[src/rtl/async_fifo_rd_drain.sv]
// ---------------------------------------------------------------------------
// async_fifo_rd_drain
//
// Read-side consumer for the asynchronous FIFO. Lives entirely in the read
// clock domain. It strobes r_en whenever the FIFO has data and there is
// room downstream, captures data_out the cycle after each strobe, and
// re-presents the words on a valid/ready stream through a 2-entry skid
// buffer, so a stalled consumer never loses a word and a flowing one sees
// one word per cycle.
//
// An enable/flush FSM stops new reads when enable drops while still
// delivering every word that is already buffered or in flight.
//
// Optional feature: define ASYNC_FIFO_RD_CNT_EN to build the delivered-word
// counter behind rd_count. Without it rd_count is tied to zero and the
// counter is not built; the port list is the same either way.
//
// Parameters:
//   WIDTH    data word width (must match the FIFO)
//   CNT_W    width of the delivered-word counter
//
// Ports:
//   r_clk     read-domain clock, all logic on posedge
//   r_rst     asynchronous active-low reset
//   enable    1 = drain the FIFO, 0 = stop issuing reads and flush
//   empty     FIFO empty flag, synchronous to r_clk
//   r_en      FIFO read strobe (combinational from state, empty, m_ready)
//   data_out  FIFO read data, valid the cycle after r_en was sampled
//   m_valid   downstream word valid (registered)
//   m_data    downstream word, head of the skid buffer (registered)
//   m_ready   downstream accept
//   busy      1 while the FSM is not IDLE (registered)
//   rd_count  words accepted downstream, wraps at 2^CNT_W
// ---------------------------------------------------------------------------
module async_fifo_rd_drain #(
  parameter int WIDTH = 8,
  parameter int CNT_W = 16
) (
  input  logic             r_clk,
  input  logic             r_rst,
  input  logic             enable,
  input  logic             empty,
  output logic             r_en,
  input  logic [WIDTH-1:0] data_out,
  output logic             m_valid,
  output logic [WIDTH-1:0] m_data,
  input  logic             m_ready,
  output logic             busy,
  output logic [CNT_W-1:0] rd_count
);

  typedef enum logic [1:0] {
    IDLE   = 2'd0,
    ACTIVE = 2'd1,
    FLUSH  = 2'd2
  } state_t;

  state_t           state;
  state_t           state_nxt;

  // Skid buffer: head is what the consumer sees (m_data), tail holds the
  // second word when the consumer stalls.
  logic [1:0]       buf_cnt;
  logic [1:0]       buf_cnt_nxt;
  logic [WIDTH-1:0] head_nxt;
  logic [WIDTH-1:0] tail;
  logic [WIDTH-1:0] tail_nxt;

  // pend: a read was issued last cycle, so data_out carries a word now.
  logic             pend;
  logic             pop;
  logic             cap;
  logic [2:0]       occ;

  // Occupancy the buffer will have once this cycle's capture and pop have
  // settled. A new read is only safe when that stays below two, because
  // the word it fetches lands one cycle later with no way to refuse it.
  function automatic logic [2:0] occupancy(input logic [1:0] cnt,
                                           input logic       in_flight,
                                           input logic       leaving);
    occupancy = {1'b0, cnt} + {2'b00, in_flight} - {2'b00, leaving};
  endfunction

  always_comb begin
    pop = m_valid & m_ready;
    cap = pend;
    occ = occupancy(buf_cnt, pend, pop);
  end

  // -------------------------------------------------------------------------
  // Control: enable/flush FSM and read strobe
  // -------------------------------------------------------------------------
  always_comb begin
    state_nxt = state;
    r_en      = 1'b0;
    case (state)
      IDLE: begin
        if (enable) begin
          state_nxt = ACTIVE;
        end
      end
      ACTIVE: begin
        // empty is used as-is each cycle so r_en tracks it without lag.
        r_en = !empty && (occ < 3'd2);
        if (!enable) begin
          state_nxt = FLUSH;
        end
      end
      FLUSH: begin
        // No new reads; stay until the in-flight word and buffer drain,
        // unless the consumer is re-enabled first.
        if (enable) begin
          state_nxt = ACTIVE;
        end else if ((buf_cnt == 2'd0) && !pend) begin
          state_nxt = IDLE;
        end
      end
      default: begin
        state_nxt = IDLE;
      end
    endcase
  end

  // -------------------------------------------------------------------------
  // Skid buffer next state. Capture appends behind existing words and pop
  // removes the head, so FIFO order is preserved in every combination.
  // -------------------------------------------------------------------------
  always_comb begin
    buf_cnt_nxt = buf_cnt;
    head_nxt    = m_data;
    tail_nxt    = tail;
    case ({cap, pop})
      2'b10: begin
        if (buf_cnt == 2'd0) begin
          head_nxt = data_out;
        end else begin
          tail_nxt = data_out;
        end
        buf_cnt_nxt = buf_cnt + 2'd1;
      end
      2'b01: begin
        head_nxt    = tail;
        buf_cnt_nxt = buf_cnt - 2'd1;
      end
      2'b11: begin
        // One in, one out: count unchanged, queue shifts forward.
        if (buf_cnt == 2'd1) begin
          head_nxt = data_out;
        end else begin
          head_nxt = tail;
          tail_nxt = data_out;
        end
      end
      default: begin
      end
    endcase
  end

  // -------------------------------------------------------------------------
  // Registered stage: state, in-flight flag, buffer head and outputs
  // -------------------------------------------------------------------------
  always_ff @(posedge r_clk or negedge r_rst) begin
    if (!r_rst) begin
      state   <= IDLE;
      pend    <= 1'b0;
      buf_cnt <= 2'd0;
      m_valid <= 1'b0;
      m_data  <= '0;
      busy    <= 1'b0;
    end else begin
      state   <= state_nxt;
      // Clearing pend on reset drops any word the FIFO still returns.
      pend    <= r_en;
      buf_cnt <= buf_cnt_nxt;
      m_valid <= (buf_cnt_nxt != 2'd0);
      m_data  <= head_nxt;
      busy    <= (state_nxt != IDLE);
    end
  end

  // Second skid slot is only meaningful while buf_cnt == 2, so it needs no
  // reset value.
  always_ff @(posedge r_clk) begin
    tail <= tail_nxt;
  end

  // -------------------------------------------------------------------------
  // Delivered-word counter
  // -------------------------------------------------------------------------
`ifdef ASYNC_FIFO_RD_CNT_EN
  logic [CNT_W-1:0] cnt_q;

  // Free-running wrap; holds through FLUSH/IDLE, cleared only by reset.
  always_ff @(posedge r_clk or negedge r_rst) begin
    if (!r_rst) begin
      cnt_q <= '0;
    end else if (pop) begin
      cnt_q <= cnt_q + CNT_W'(1);
    end
  end

  assign rd_count = cnt_q;
`else
  assign rd_count = '0;
`endif

endmodule

[config.mk]
export PLATFORM = sky130hd
export DESIGN_NAME = async_fifo_rd_drain
export DESIGN_NICKNAME = d
export VERILOG_FILES = /design/src/rtl/async_fifo_rd_drain.sv
export SDC_FILE = /design/constraint.sdc
export NUM_CORES = 1
export LEC_CHECK = 0
export ABC_AREA = 1
export BUFFER_PORTS_ARGS = -buffer_cell sky130_fd_sc_hd__buf_2
export CORE_MARGIN = 4
export CORE_UTILIZATION = 45
export CTS_CLUSTER_DIAMETER = 200
export DETAILED_ROUTE_END_ITERATION = 10
export HOLD_SLACK_MARGIN = 0.15
export PLACE_DENSITY = 0.82
export SYNTH_ARGS = -nofsm -noshare
export SYNTH_HDL_FRONTEND = slang
export SYNTH_SLANG_ARGS = --single-unit
[constraint.sdc]
create_clock -name r_clk -period 1.8 [get_ports r_clk]
set_input_delay 0.18 -clock r_clk [delete_from_list [all_inputs] [get_ports r_clk]]
set_output_delay 0.18 -clock r_clk [all_outputs]
set_load 0.05 [all_outputs]
==> results.sh, run 1 <==
export IMPL_status="finished with violations"
export IMPL_violations="negative setup slack"
export IMPL_switching_power_mw=1.197
export IMPL_synth_mux_area_frac=0
export IMPL_powerDensity_nw_per_um2=1540
export IMPL_cts_tree="yes"
export IMPL_grt_overflow=0
export IMPL_setup_viol=1
export IMPL_fmax_ghz=0.4530
export IMPL_globalRouteMet1Util=0.1669
export IMPL_antenna_found_initial=0
export IMPL_critPathLaunchType="flip-flop"
export IMPL_cts_buffers=3
export IMPL_crit_path_end_kind="output pin"
export IMPL_die_area_um2=3637
export IMPL_period_minus_slack_ns=2.208
export IMPL_yosys_warnings=0
export IMPL_initial_utilization=0.4838
export IMPL_ant_nets=0
export IMPL_ys_seq_area_frac=0.5000
export IMPL_antenna_cells=0
export IMPL_fp_dieW_um=60.31
export IMPL_synth_seq_cells=23
export IMPL_required_ns=1.62
export IMPL_r2r_slack_ns=0.16
export IMPL_p_int_mw=1.189
export IMPL_grt_use_total=0.1473
export IMPL_clk_insertion_delay_late_ns=0.31
export IMPL_p_clk_frac=0.098
export IMPL_r2r_end="cap"
export IMPL_drtIter0Drc=63
export IMPL_num_vias=955
export IMPL_yosysUniqueCellTypes=20
export IMPL_swShare=0.5016
export IMPL_dpl_cell_area_um2=1399
export IMPL_postLayoutCellArea_um2=1549
export IMPL_yosys_area_share_adder=0.08740
export IMPL_drv_slew=0
export IMPL_syn_inst=136
export IMPL_drv_cap=0
export IMPL_r2r_cells=8
export IMPL_drtPass1Iterations=4
export IMPL_clkSlewWorstSetupHoldPaths_ns=0.12
export IMPL_power_frac_comb=0.567
export IMPL_worstSetupPathType="reg -> out"
export IMPL_hold_violations=0
export IMPL_mostFrequentLayoutCells="47 x nand2_1, 22 x buf_2, 16 x conb_1, 14 x dfrtp_1, 11 x dlygate4sd3_1"
export IMPL_place_congestion=0.7804
export IMPL_synth_compound_area_frac=0.03760
export IMPL_grt_max_degree=16
export IMPL_cts_root_buf="clkbuf_4"
export IMPL_clk_path_buf_depth=2
export IMPL_placedCellCount=194
export IMPL_grt_pass1_wl_mm=4.008
export IMPL_hp_class="in -> async"
export IMPL_post_place_ws_ns=-0.1598
export IMPL_areaGrowthSynthToFinish_pct=25.81
export IMPL_clock_skew_ns=0.004384
export IMPL_r2r_start="m_valid"
export IMPL_timing_final_crit_share=1.226
export IMPL_grt_util_met3=0.02592
export IMPL_grt_busiest_layer="met2"
export IMPL_synth_simple_area_share=0.2226
export IMPL_final_nets=201
export IMPL_drive_gt1_frac=0.2682
export IMPL_port_buffers=23
export IMPL_mostFrequentLayoutCell="nand2_1"
export IMPL_vdd_drop_max_mv=1.261
export IMPL_drc_errors=0
export IMPL_fp_dieH_um=60.31
export IMPL_ios=40
export IMPL_wirelength_mm=2.453
export IMPL_pwr_share_seq=0.334
export IMPL_synth_top_family_by_area="simple AND/OR/NAND/NOR gates"
export IMPL_cts_setup_buffers=0
export IMPL_synth_xor_area_frac=0.007114
export IMPL_cts_max_level=1
export IMPL_coreArea_um2=2545
export IMPL_worst_slack_ns=-0.4077
export IMPL_use_met2=0.2778
export IMPL_syn_area_um2=1231
export IMPL_rows=18
export IMPL_syn_area_per_cell_um2=9.053
export IMPL_vias_per_cell=4.569
export IMPL_p_leak_nw=0.8121
export IMPL_grt_pass1_vias=988
export IMPL_worst_ep_arrival_time_ns=2.03
export IMPL_crit_fanout=3
export IMPL_cts_sinks=23
export IMPL_rsz0062_at_grt="yes"
export IMPL_stdcell_count=209
export IMPL_dp_hpwl_mm=1.927
export IMPL_wire_per_inst_um=11.74
worst max-delay path: stages (launching register included):
cell,delay (ns)
dfrtp_2,0.43
nand2_2,0.07
inv_2,0.06
ha_4,0.21
inv_2,0.06
nand2_2,0.04
fa_1,0.49
nand3_2,0.09
nor2_4,0.11
buf_8,0.15
power groups by stage:
| stage | logic (mW) | clock network, mW | registers, mW |
|---|---|---|---|
| 5_1_grt | 1.49 | 0.267 | 0.813 |
| 3_5_place_dp | 1.33 | 0 | 0.810 |
| 3_3_place_gp | 1.29 | 0 | 0.801 |
| 6_report | 1.35 | 0.234 | 0.798 |
| 2_1_floorplan | 0.679 | 0 | 1.15 |
| 4_1_cts | 1.37 | 0.250 | 0.799 |
cells by family (layout without fill, tap and decap cells):
group,count (synthesis),in the layout
buffers and inverters,30,58
adders and majority gates,8,8
DFF,23,23
other,1,16
xor gates and xnor gates,1,1
and+or+nand+nor,67,67
AOI/OAI and AO/OA,6,6
registers in the layout (all words and copies together), names as in the netlist:
name,flops
m_data,8
tail,8
buf_cnt,2
state,2
busy,1
cap,1
m_valid,1
worst max path at each step:
stage / to / startpoint
6_report: r_en / m_valid
5_1_grt: r_en / m_valid
4_1_cts: r_en / m_valid
3_5_place_dp: r_en / m_valid
3_3_place_gp: r_en / m_valid
2_1_floorplan: r_en / m_valid
synth_stat cells:
master	count	share of area
nand2_1	49	0.15
buf_4	16	0.098
dfrtp_1	15	0.30
inv_1	12	0.037
nand3_1	11	0.045
edfxtp_1	8	0.20
ha_1	7	0.071
nand2_2	3	0.015
nor2_1	3	0.0091
a21oi_1	2	0.0081
a21oi_4	1	0.013
a22oi_1	1	0.0061
conb_1	1	0.0030
fa_1	1	0.016
inv_2	1	0.0030
inv_4	1	0.0051
nor3_1	1	0.0041
o211ai_1	1	0.0061
o21ai_1	1	0.0041
xor2_1	1	0.0071
stage by stage:
stage               power, mW  setup TNS [ns]    util  hold slack, ns
floorplan               1.834         -0.4715       -         -0.1156
global placement        2.086         -0.1132  0.5497         0.09236
detailed placement      2.143         -0.1598  0.5497          0.1103
CTS                     2.414         -0.4303  0.6072          0.2915
global route            2.572         -0.5127  0.6087          0.3020
finish                  2.386         -0.4077  0.6087          0.2881
area by class of cell:
class | count | area [um2]
well taps | 30 | 37.54
repair buffers | 40 | 280.3
flip-flops and latches | 23 | 616.8
clock inverters | 1 | 5.005
inverters | 14 | 55.05
fillers | 221 | 996.0
clock buffers | 3 | 22.52
multi-input cells | 98 | 531.8
repair_timing:
item | in CTS | in global routing
hold buffers | 11 | 0
endpoints found under the hold margin | 27 | 0
endpoints found under the setup margin | 1 | 1
gates resized for setup | 3 | 1
layer usage:
| layer | up-vias | routed length, um |
|---|---|---|
| met5 | - | 0 |
| met4 | 0 | 16 |
| met3 | 2 | 150 |
| met2 | 30 | 1325 |
| met1 | 441 | 961 |
| li1 | 482 | - |
No activity file was read; power rests on OpenSTA's default activity.
==> run 2, diff against run 1 <==
--- a/config.mk
+++ b/config.mk
@@ -13,6 +13,7 @@
 export DETAILED_ROUTE_END_ITERATION = 10
 export HOLD_SLACK_MARGIN = 0.15
 export PLACE_DENSITY = 0.82
+export RECOVER_POWER = 25
 export SYNTH_ARGS = -nofsm -noshare
 export SYNTH_HDL_FRONTEND = slang
 export SYNTH_SLANG_ARGS = --single-unit
==> run 2 against run 1 <==
The flow still finishes with violations (negative setup slack); setup slack about the same; die area unchanged; clock power about the same; non-clock buffer count unchanged; sequential power about the same; critical path depth unchanged; wire length increased by 0.12%; total power about the same; critical endpoint unchanged.
==> results.sh, run 2 (synthesis gave the netlist of run 1 again) <==
export IMPL_timing_final_crit_share=1.227
export IMPL_powerDensity_nw_per_um2=1542
export IMPL_p_clk_frac=0.098
export IMPL_cts_max_level=1
export IMPL_worstSetupPathType="reg -> out"
export IMPL_largest_registers="m_data x8, tail x8"
export IMPL_cts_buffers=3
export IMPL_dpl_cell_area_um2=1399
export IMPL_drv_cap=0
export IMPL_worst_slack_ns=-0.4079
export IMPL_slew_headroom=0.4672
export IMPL_period_minus_slack_ns=2.208
export IMPL_whs_ns=0.3960
export IMPL_r2r_slack_ns=0.16
export IMPL_drtIter0Drc=63
export IMPL_mostFrequentLayoutCell="nand2_1"
export IMPL_postLayoutCellArea_um2=1548
export IMPL_clk_path_buf_depth=2
export IMPL_pwr_share_seq=0.334
export IMPL_cts_tree="yes"
export IMPL_vias_per_cell=4.593
export IMPL_r2r_cells=8
export IMPL_mostFrequentLayoutCells="47 x nand2_1, 21 x buf_2, 16 x conb_1, 14 x dfrtp_1, 11 x dlygate4sd3_1"
export IMPL_clkSlewWorstSetupHoldPaths_ns=0.12
export IMPL_drtPass1Iterations=4
export IMPL_p_leak_nw=0.8093
export IMPL_areaGrowthSynthToFinish_pct=25.71
export IMPL_swShare=0.5017
export IMPL_grt_max_degree=16
export IMPL_power_frac_comb=0.567
export IMPL_grt_overflow=0
export IMPL_port_buffers=23
export IMPL_num_vias=960
export IMPL_wire_per_inst_um=11.75
export IMPL_antenna_cells=0
export IMPL_violations="negative setup slack"
export IMPL_rows=18
export IMPL_antenna_found_initial=0
export IMPL_final_setup_tns_ns=-0.4079
export IMPL_final_util=0.6082
export IMPL_die_area_um2=3637
export IMPL_crit_fanout=3
export IMPL_drc_errors=0
export IMPL_vdd_drop_max_mv=1.261
export IMPL_fp_dieW_um=60.31
export IMPL_grt_use_total=0.1473
export IMPL_place_congestion=0.7804
export IMPL_placedCellCount=194
export IMPL_initial_utilization=0.4838
export IMPL_dp_hpwl_mm=1.927
export IMPL_cts_setup_buffers=0
export IMPL_ant_nets=0
export IMPL_p_int_mw=1.189
export IMPL_min_path_cells=6
export IMPL_crit_path_end_kind="output pin"
export IMPL_clock_skew_ns=0.004327
export IMPL_required_ns=1.62
export IMPL_cts_root_buf="clkbuf_4"
export IMPL_drv_slew=0
export IMPL_stdcell_count=209
export IMPL_cts_sinks=23
export IMPL_wirelength_mm=2.456
export IMPL_grt_pass1_wl_mm=4.008
export IMPL_rsz0062_at_grt="yes"
export IMPL_final_nets=201
export IMPL_clk_insertion_delay_late_ns=0.31
export IMPL_power_total_mw=2.386
export IMPL_post_place_ws_ns=-0.1598
export IMPL_status="finished with violations"
export IMPL_fp_dieH_um=60.31
export IMPL_worst_slew_pin_slew_ns=0.7992
export IMPL_worst_ep_arrival_time_ns=2.03
export IMPL_switching_power_mw=1.197
export IMPL_hold_violations=0
export IMPL_hp_class="in -> reg"
export IMPL_coreArea_um2=2545
export IMPL_fmax_ghz=0.4529
export IMPL_critPathLaunchType="flip-flop"
export IMPL_grt_pass1_vias=988
export IMPL_drive_gt1_frac=0.2626
export IMPL_setup_viol=1
export IMPL_ios=40
==> run 2: cell count changes in the layout (fill, tap and decap cells not counted) <==
cell and change:
buf_2 -1, clkbuf_1 +1
==> run 2: timing repair <==
item	in CTS	in global routing
hold buffers	11	0
hold endpoints to repair	27	0
setup endpoints to repair	1	1
gates resized for setup	3	1
==> run 2: path summary, 6_finish.rpt <==
kind                            from    endpoint
max reg2reg                  m_valid         cap
min                          m_ready  buf_cnt[0]
min reg2reg                m_data[3]   m_data[3]
max in group asynchronous      r_rst     m_valid
max                          m_valid        r_en
min in group asynchronous      r_rst   m_data[1]
==> run 2: cell type report <==
| type | count | area (um2) |
|---|---|---|
| clock buffer | 3 | 22.52 |
| inverter | 14 | 55.05 |
| fill | 222 | 997.2 |
| timing repair buffer | 40 | 279.0 |
| sequential | 23 | 616.8 |
| tap | 30 | 37.54 |
| clock inverter | 1 | 5.005 |
| multi-input combinational | 98 | 531.8 |
==> run 2: metal layers <==
metal	track usage	wire [um]	up-vias
met3	0.02592	155	2
li1	-	-	482
met4	0.04430	16	0
met2	0.2778	1326	34
met5	0	0	-
met1	0.1669	958	442
==> run 2: power groups by stage <==
stage               logic [mW]  clock network [mW]  registers, mW
floorplan                0.679                   0           1.15
global placement          1.29                   0          0.801
detailed placement        1.33                   0          0.810
CTS                       1.37               0.250          0.799
global route              1.49               0.267          0.813
finish                    1.35               0.235          0.798
==> run 2: worst max-delay path, stage by stage, from the launching register on <==
cell and delay (ns):
dfrtp_2 0.43, nand2_2 0.07, inv_2 0.06, ha_4 0.21, inv_2 0.06, nand2_2 0.04
fa_1 0.49, nand3_2 0.09, nor2_4 0.11, buf_8 0.15
